File: src/rtl/regfile_pkg.sv
// Shared register-file constants and write-controller state type.
// Used by the register file, writeback stage and write controller.
package regfile_pkg;

    localparam int ADDR_W = 5;
    localparam int DATA_W = 32;
    localparam int NREGS  = 1 << ADDR_W;

    typedef enum logic {
        INIT = 1'b0,
        RUN  = 1'b1
    } rfc_state_t;

endpackage

File: src/rtl/wb_arbiter2.sv
// Two-input writeback arbiter: A has priority unless B was refused
// on its previous request, which bounds B's wait to one cycle.
module wb_arbiter2 (
    input  logic a_req,
    input  logic b_req,
    input  logic b_starved,
    output logic a_gnt,
    output logic b_gnt
);

    assign b_gnt = b_req & (b_starved | ~a_req);
    assign a_gnt = a_req & ~b_gnt;

endmodule

File: src/rtl/regfile_write_ctrl.sv
// Register-file write-port owner: zero-clears all registers after reset
// or soft clear, then arbitrates ALU and load-unit writeback.
module regfile_write_ctrl #(
    parameter int ADDR_W = regfile_pkg::ADDR_W,
    parameter int DATA_W = regfile_pkg::DATA_W,
    parameter int NREGS  = 2 ** ADDR_W
) (
    input  logic              clk,
    input  logic              rst,
    input  logic              clr_req,
    input  logic              a_req,
    input  logic [ADDR_W-1:0] a_addr,
    input  logic [DATA_W-1:0] a_data,
    output logic              a_gnt,
    input  logic              b_req,
    input  logic [ADDR_W-1:0] b_addr,
    input  logic [DATA_W-1:0] b_data,
    output logic              b_gnt,
    output logic              rf_write_signal,
    output logic [ADDR_W-1:0] rf_write_reg,
    output logic [DATA_W-1:0] rf_write_data,
    output logic              init_busy
);

    import regfile_pkg::*;

    localparam logic [ADDR_W-1:0] LAST_REG = ADDR_W'(NREGS - 1);

    rfc_state_t        state;
    logic [ADDR_W-1:0] clr_cnt;
    logic              b_starved;
    logic              run;

    assign run = (state == RUN);

    // Requests are masked while clearing so no grant can leak out.
    wb_arbiter2 u_arb (
        .a_req     (a_req & run),
        .b_req     (b_req & run),
        .b_starved (b_starved),
        .a_gnt     (a_gnt),
        .b_gnt     (b_gnt)
    );

    always_ff @(posedge clk or negedge rst) begin
        if (!rst) begin
            state     <= INIT;
            clr_cnt   <= '0;
            b_starved <= 1'b0;
        end else begin
            unique case (state)
                INIT: begin
                    if (clr_cnt == LAST_REG) begin
                        clr_cnt <= '0;
                        state   <= RUN;
                    end else begin
                        clr_cnt <= clr_cnt + ADDR_W'(1);
                    end
                end
                RUN: begin
                    if (b_gnt) begin
                        b_starved <= 1'b0;
                    end else if (b_req) begin
                        b_starved <= 1'b1;
                    end
                    if (clr_req) begin
                        state   <= INIT;
                        clr_cnt <= '0;
                    end
                end
                default: begin
                    state   <= INIT;
                    clr_cnt <= '0;
                end
            endcase
        end
    end

    always_comb begin
        rf_write_signal = 1'b0;
        rf_write_reg    = '0;
        rf_write_data   = '0;
        init_busy       = 1'b1;
        if (!run) begin
            rf_write_signal = rst;
            rf_write_reg    = clr_cnt;
        end else begin
            init_busy = 1'b0;
            // x0 writes are acknowledged but never reach the file.
            unique case (1'b1)
                a_gnt: begin
                    rf_write_signal = (a_addr != '0);
                    rf_write_reg    = a_addr;
                    rf_write_data   = a_data;
                end
                b_gnt: begin
                    rf_write_signal = (b_addr != '0);
                    rf_write_reg    = b_addr;
                    rf_write_data   = b_data;
                end
                default: begin
                    rf_write_signal = 1'b0;
                end
            endcase
        end
    end

endmodule

File: config.mk
export PLATFORM = sky130hd
export DESIGN_NAME = regfile_write_ctrl
export DESIGN_NICKNAME = d
export VERILOG_FILES = /design/src/rtl/regfile_pkg.sv /design/src/rtl/wb_arbiter2.sv /design/src/rtl/regfile_write_ctrl.sv
export SDC_FILE = /design/constraint.sdc
export NUM_CORES = 1
export LEC_CHECK = 0
export ABC_AREA = 1
export CAP_MARGIN = 10
export CORE_ASPECT_RATIO = 0.75
export CORE_MARGIN = 5
export CORE_UTILIZATION = 28
export CTS_CLUSTER_DIAMETER = 50
export DETAILED_ROUTE_END_ITERATION = 8
export GPL_TIMING_DRIVEN = 0
export PLACE_DENSITY = 0.88
export SYNTH_ARGS = -nofsm -noshare
export SYNTH_HDL_FRONTEND = slang
export SYNTH_SLANG_ARGS = --single-unit
File: constraint.sdc
create_clock -name clk -period 3.2 [get_ports clk]
set_clock_uncertainty 0.05 [all_clocks]
set_input_delay 0.64 -clock clk [delete_from_list [all_inputs] [get_ports clk]]
set_output_delay 0.64 -clock clk [all_outputs]
set_load 0.03 [all_outputs]
[Word-level counts from Yosys, hierarchy flattened]
Cells that the tools add are included.
Widths: inputs -> output; s select.
Storage, ports and cells
  flip-flop bits (word level): 7
  bits in latches: 0
  bits in writable memories: 0
  bits in read-only memories: 0
  input port bits: 79
  output and inout bits: 41
  word-level logic and storage cells: 33
  memories kept: 0
Operators by class
  $add $sub $neg: 1
  multiply operators: 0
  div/mod/pow operators: 0
  $lt $le $gt $ge: 0
  eq/ne operators: 2
  shift operators: 0
  mux-type cells: 15
  bitwise logic cells: 8
  reduce and logical (&&, ||, !) cells: 4
Operators with widths (number)
  $pmux 32 s2: 1
  $mux 32: 1
  $pmux 5 s2: 2
  $mux 5: 3
  $reduce_bool 5->1: 2
  $mux 1: 6
  $add 5x1->5 const B: 1
  $eq 5x5->1 const B: 1
  $and 1x1->1: 4
  $pmux 1 s2: 2
  $not 1->1: 3
  $ne 2x2->1 const B: 1
  $reduce_and 2->1: 1
  $reduce_bool 2->1: 1
  $or 1x1->1: 1

[Longest topological paths before layout]
  word-level depth: 8
  gate-level depth with buffers: 8
  mapped depth without buffers: 7

[Cells and area by module]
From an unflattened synthesis, not the netlist that was laid out.
Unflattened totals
  cells, all modules: 181
  area total of the unflattened synthesis: 932.1 um^2
By module, submodules not included
  regfile_write_ctrl: times used 1, cells an instance 177, area an instance 904.6 um^2, seq. area each 175.2 um^2
  wb_arbiter2: times used 1, cells an instance 4, area an instance 27.5 um^2, seq. area each 0.0 um^2

[Least setup slack after synthesis]
No wires, ideal clock.
  kind: input -> output
  from: input port b_req
  to: output port rf_write_data[22]
  data arrival time: 1408 ps
  data required time: 2510 ps
  path slack: 1102 ps
  cell stages on the path: 8
  buffers on the path: 1
  path through: nand2_2 > clkinv_2 > nand2_4 > nand2_4 > inv_6 > buf_12 > nand2_2 > nand2_1
On the way
  longest elaborated chain between the ends: 6
Ends and longest elaborated chain
  from (decl): RTL line regfile_write_ctrl.sv:15  | input logic b_req,
  $and 1x1->1: RTL line regfile_write_ctrl.sv:39  | .b_req (b_req & run),
  $and 1x1->1: RTL line wb_arbiter2.sv:11  | assign b_gnt = b_req & (b_starved | ~a_req);
  $not 1->1: RTL line wb_arbiter2.sv:12  | assign a_gnt = a_req & ~b_gnt;
  $and 1x1->1: RTL line wb_arbiter2.sv:12
  named net a_gnt: RTL line regfile_write_ctrl.sv:14  | output logic a_gnt,
  $pmux 32 s2: RTL line regfile_write_ctrl.sv:90  | unique case (1'b1)
  $mux 32: RTL line regfile_write_ctrl.sv:84  | if (!run) begin
  to (decl): RTL line regfile_write_ctrl.sv:21  | output logic [DATA_W-1:0] rf_write_data,
The timed path passes the listed nets, and every way through them passes these cells.

[Worst setup path after layout]
  from: input port a_req
  to: output port rf_write_data[20]
On the way
  longest elaborated chain between the ends: 8
Ends and longest elaborated chain
  from (decl): RTL line regfile_write_ctrl.sv:11  | input logic a_req,
  $and 1x1->1 (*): RTL line regfile_write_ctrl.sv:38  | .a_req (a_req & run),
  $not 1->1: RTL line wb_arbiter2.sv:11
  $or 1x1->1: RTL line wb_arbiter2.sv:11
  $and 1x1->1: RTL line wb_arbiter2.sv:11
  $not 1->1: RTL line wb_arbiter2.sv:12
  $and 1x1->1: RTL line wb_arbiter2.sv:12
  $pmux 32 s2 (*): RTL line regfile_write_ctrl.sv:90
  $mux 32 (*): RTL line regfile_write_ctrl.sv:84
Every way passes the cells marked *; elsewhere a longest branch is shown, timed or not.

==> results by group <==
Worst hold path
  • Hold Path End: b_starved
  • HP Start: b_starved
  • WHS Path Cells: 2
  • Min-delay worst type: reg -> reg

GRT
  • GRT Total Usage: roughly 17%
  • First-pass GRT wire length: 6500 um
  • Vias in the first global route: around 1400
  • Largest net degree at the start of global routing: 11
  • Initial antenna violation count: 0
  • Gr ovfl total: 0

STA
  • Hold_ws: between 400 and 500 ps
  • Post-layout min period: between 3000 and 4000 ps
  • Hold Fails Final Rpt: 0
  • RSZ-0062 raised after global routing: no
  • Worst Tran Pin Value: ~380 ps
  • Fmax achieved: 320 MHz
  • Setup_tns: 0 ps
  • Final Max Tran Viols: 0
  • Post-route clock period utilization: between 90 and 100%
  • Relative max-transition margin: around three quarters
  • Final setup viols: 0

Detailed routing
  • Vias: 1512
  • DRC Markers: 0
  • 1st-pass router iterations: 4
  • Initial drt markers: 35
  • Post-DR wirelength/cell: roughly 13 um
  • DRT antenna net count: 0
  • Routed wire length: 4470 um
  • Post-DR vias/cell: 4.43

Yosys
  • Commonest cells in the netlist: 106 x nand2_1, 15 x nand3_1, 10 x nand2_2
  • Post-synthesis xor/xnor area fraction: 0%
  • Synthesized area per cell: 5.48 um2
  • Synth Area in Simple Gates: a little over three fifths
  • Compound-Gate Fraction of Synth Area: roughly 3.7%
  • Area share of fa/ha/maj cells after synthesis: 2.57%
  • Share of Yosys cell area claimed by the top area cell type: 40.8%
  • Count leader, synth: nand2_1
  • Number of flops mapped to enable cells by yosys: 0
  • Yosys warns: 0
  • Seq/Total Area, Yosys: 18.0%
  • Synth area leader: nand2_1
  • Asr flop ratio synth: 100%
  • Top post-synthesis cells by area: nand2_1 41%, dfrtp_1 18%, nand3_1 7.7%, nand2_2 6.4%, buf_6 3.5%
  • Mux contribution to synthesized area: 0%
  • Netlist Area Pre-Place: just under 1000 um2
  • Yosys cell types: 21
  • Flops & latches, synth: 7
  • Ys flop type: dfrtp_1
  • Combinational family with the most area after synthesis: simple AND/OR/NAND/NOR gates
  • Syn nets: 259
  • Cells after Synth: 178

Job
  • Max-Cap Viols: 0

Critical path
  • Slowest CP cell: clkdlybuf4s50_1
  • Crit path cell chain: clkdlybuf4s50_1 -> nand2_1 -> nand2_4 -> nand2_4 -> inv_6 -> buf_6 -> nand2_1 -> nand2_1 -> clkdlybuf4s50_1
  • Worst path buffer plus inverter count: 4
  • Crit Path Category: in -> out
  • Crit path max-delay family: buffers and inverters
  • Reg-to-Reg End: clr_cnt[2]
  • Worst R2R Setup Slack: 1660 ps
  • CP endpoint kind: output pin
  • Crit path max fanout: 10
  • Critical Path AT: 2440 ps
  • CP required: 2510 ps
  • Most used cell, CP: nand2_1
  • Worst reg-to-reg path cell count: 7
  • Worst setup SP type: input port
  • Peak per-stage delay on the critical path: 680 ps
  • Reg2reg start: clr_cnt[0]

Placed design
  • DPL Wire Length: 3730 um
  • Port buffer count: 119
  • Routability Congestion: between 0.7 and 0.8
  • Placed Area: 2220 um2

Clock tree
  • Worst skew pair latency: 230 ps
  • Root buffer cell: clkbuf_8
  • Hold_buf cts: 0
  • Total clock sinks: 7
  • CTS resizes: 0
  • CTS tree: done
  • Clock Path Buffers: 2
  • Inserted Clock Buffers: 3
  • Post-CTS Setup Inserts: 0
  • H-tree depth: 1
  • Clock-pin slew on the worst setup and hold paths: ~40 ps

Outcome
  • Status: finished clean

Floorplan
  • IO Count: 120
  • Core area: 3310 um2
  • Initial Utilization: 29.4%
  • Die X: 78.1 um
  • Die area: 4770 um2
  • Die H: 61.1 um
  • Core Rows: 18

Power
  • Power per cell area: slightly below 500 nW/um2
  • Lkg Pwr: 1.22 nW
  • Max IR drop VDD: 424 uV

Finish
  • ANT cells: 0
  • Net count, final: 383
  • Synthesis-to-layout area growth: 134%
  • Layout cells sized above 1: 9.30%
  • Design area: 2280 um2
==> state kept, by name (all words and copies together), names as in the netlist <==
signal / count
run: 1
clr_cnt: 5
b_starved: 1
==> worst max-delay path by stage <==
stage                     start                 to  slack (ps)  cells after the start
after global routing      a_req   rf_write_data[4]        0.04                      9
after CTS                 a_req  rf_write_data[18]          50                      9
after floorplan           b_req  rf_write_data[22]        1100                      8
after detailed placement  a_req  rf_write_data[18]          60                      9
final                     a_req  rf_write_data[20]          70                      9
after global placement    a_req  rf_write_data[12]          70                      9
==> placed cells by master (no fill, tap or decap) <==
master           count
o22ai_1              1
dfrtp_1              7
nand3b_1             1
nand3_1             15
inv_1                6
clkbuf_1             1
clkinv_2             2
buf_6                3
or2_4                1
ha_1                 2
nand4_1              1
clkdlybuf4s50_1    110
inv_2                1
inv_4                1
o21ai_0              3
nand2_1            106
buf_12               1
inv_6                1
nor2_1               8
clkbuf_8             3
buf_4                3
a21oi_1              3
dlymetal6s2s_1       9
nand2_2             10
nand2_4              2
==> power breakdown <==
| part | internal (mW) | switching [mW] | total, mW |
|---|---|---|---|
| Clock | 0.0863 | 0.0400 | 0.126 |
| Combinational | 0.368 | 0.441 | 0.809 |
| Sequential | 0.131 | 0.0447 | 0.176 |
==> logic make-up (layout without fill, tap and decap cells) <==
family                     count (synthesis)  in the layout
AOI/OAI and AO/OA                          7              7
adders and majority gates                  2              2
buffers and inverters                     18            141
DFF                                        7              7
and+or+nand+nor                          144            144
==> tightest hold or removal path, cell delays in order, from the launching register on <==
cell     delay (ps)
dfrtp_1         350
inv_1            60
a21oi_1          60
==> metal layers <==
layer,vias to the layer above,track usage [%],part of all wire [%]
li1,791,-,-
met1,647,19.6,40
met2,69,30.9,50
met3,5,4.82,9.2
met4,0,4.58,0.81
met5,-,0,0
==> through the flow <==
| stage | setup WS [ps] | std cells | total power [mW] | util [%] |
|---|---|---|---|---|
| 2_1_floorplan | 1100 | 178 | 0.631 | - |
| 3_3_place_gp | 69.9 | 337 | 0.973 | 66.9 |
| 3_5_place_dp | 58.1 | 337 | 0.991 | 66.9 |
| 4_1_cts | 51.9 | 341 | 1.12 | 68.3 |
| 5_1_grt | 0.0362 | 341 | 1.19 | 69.0 |
| 6_report | 71.5 | 341 | 1.11 | 69.0 |
==> area by class of cell <==
| class | instances | area (um2) |
|---|---|---|
| Buffer | 7 | 76.3 |
| Sequential cell | 7 | 175 |
| Tap cell | 40 | 50.0 |
| Inverter | 11 | 51.3 |
| Timing Repair Buffer | 119 | 1210 |
| Clock buffer | 4 | 45.0 |
| Multi-Input combinational cell | 153 | 672 |
| Fill cell | 315 | 1030 |
(Power assumes the default switching activity.)
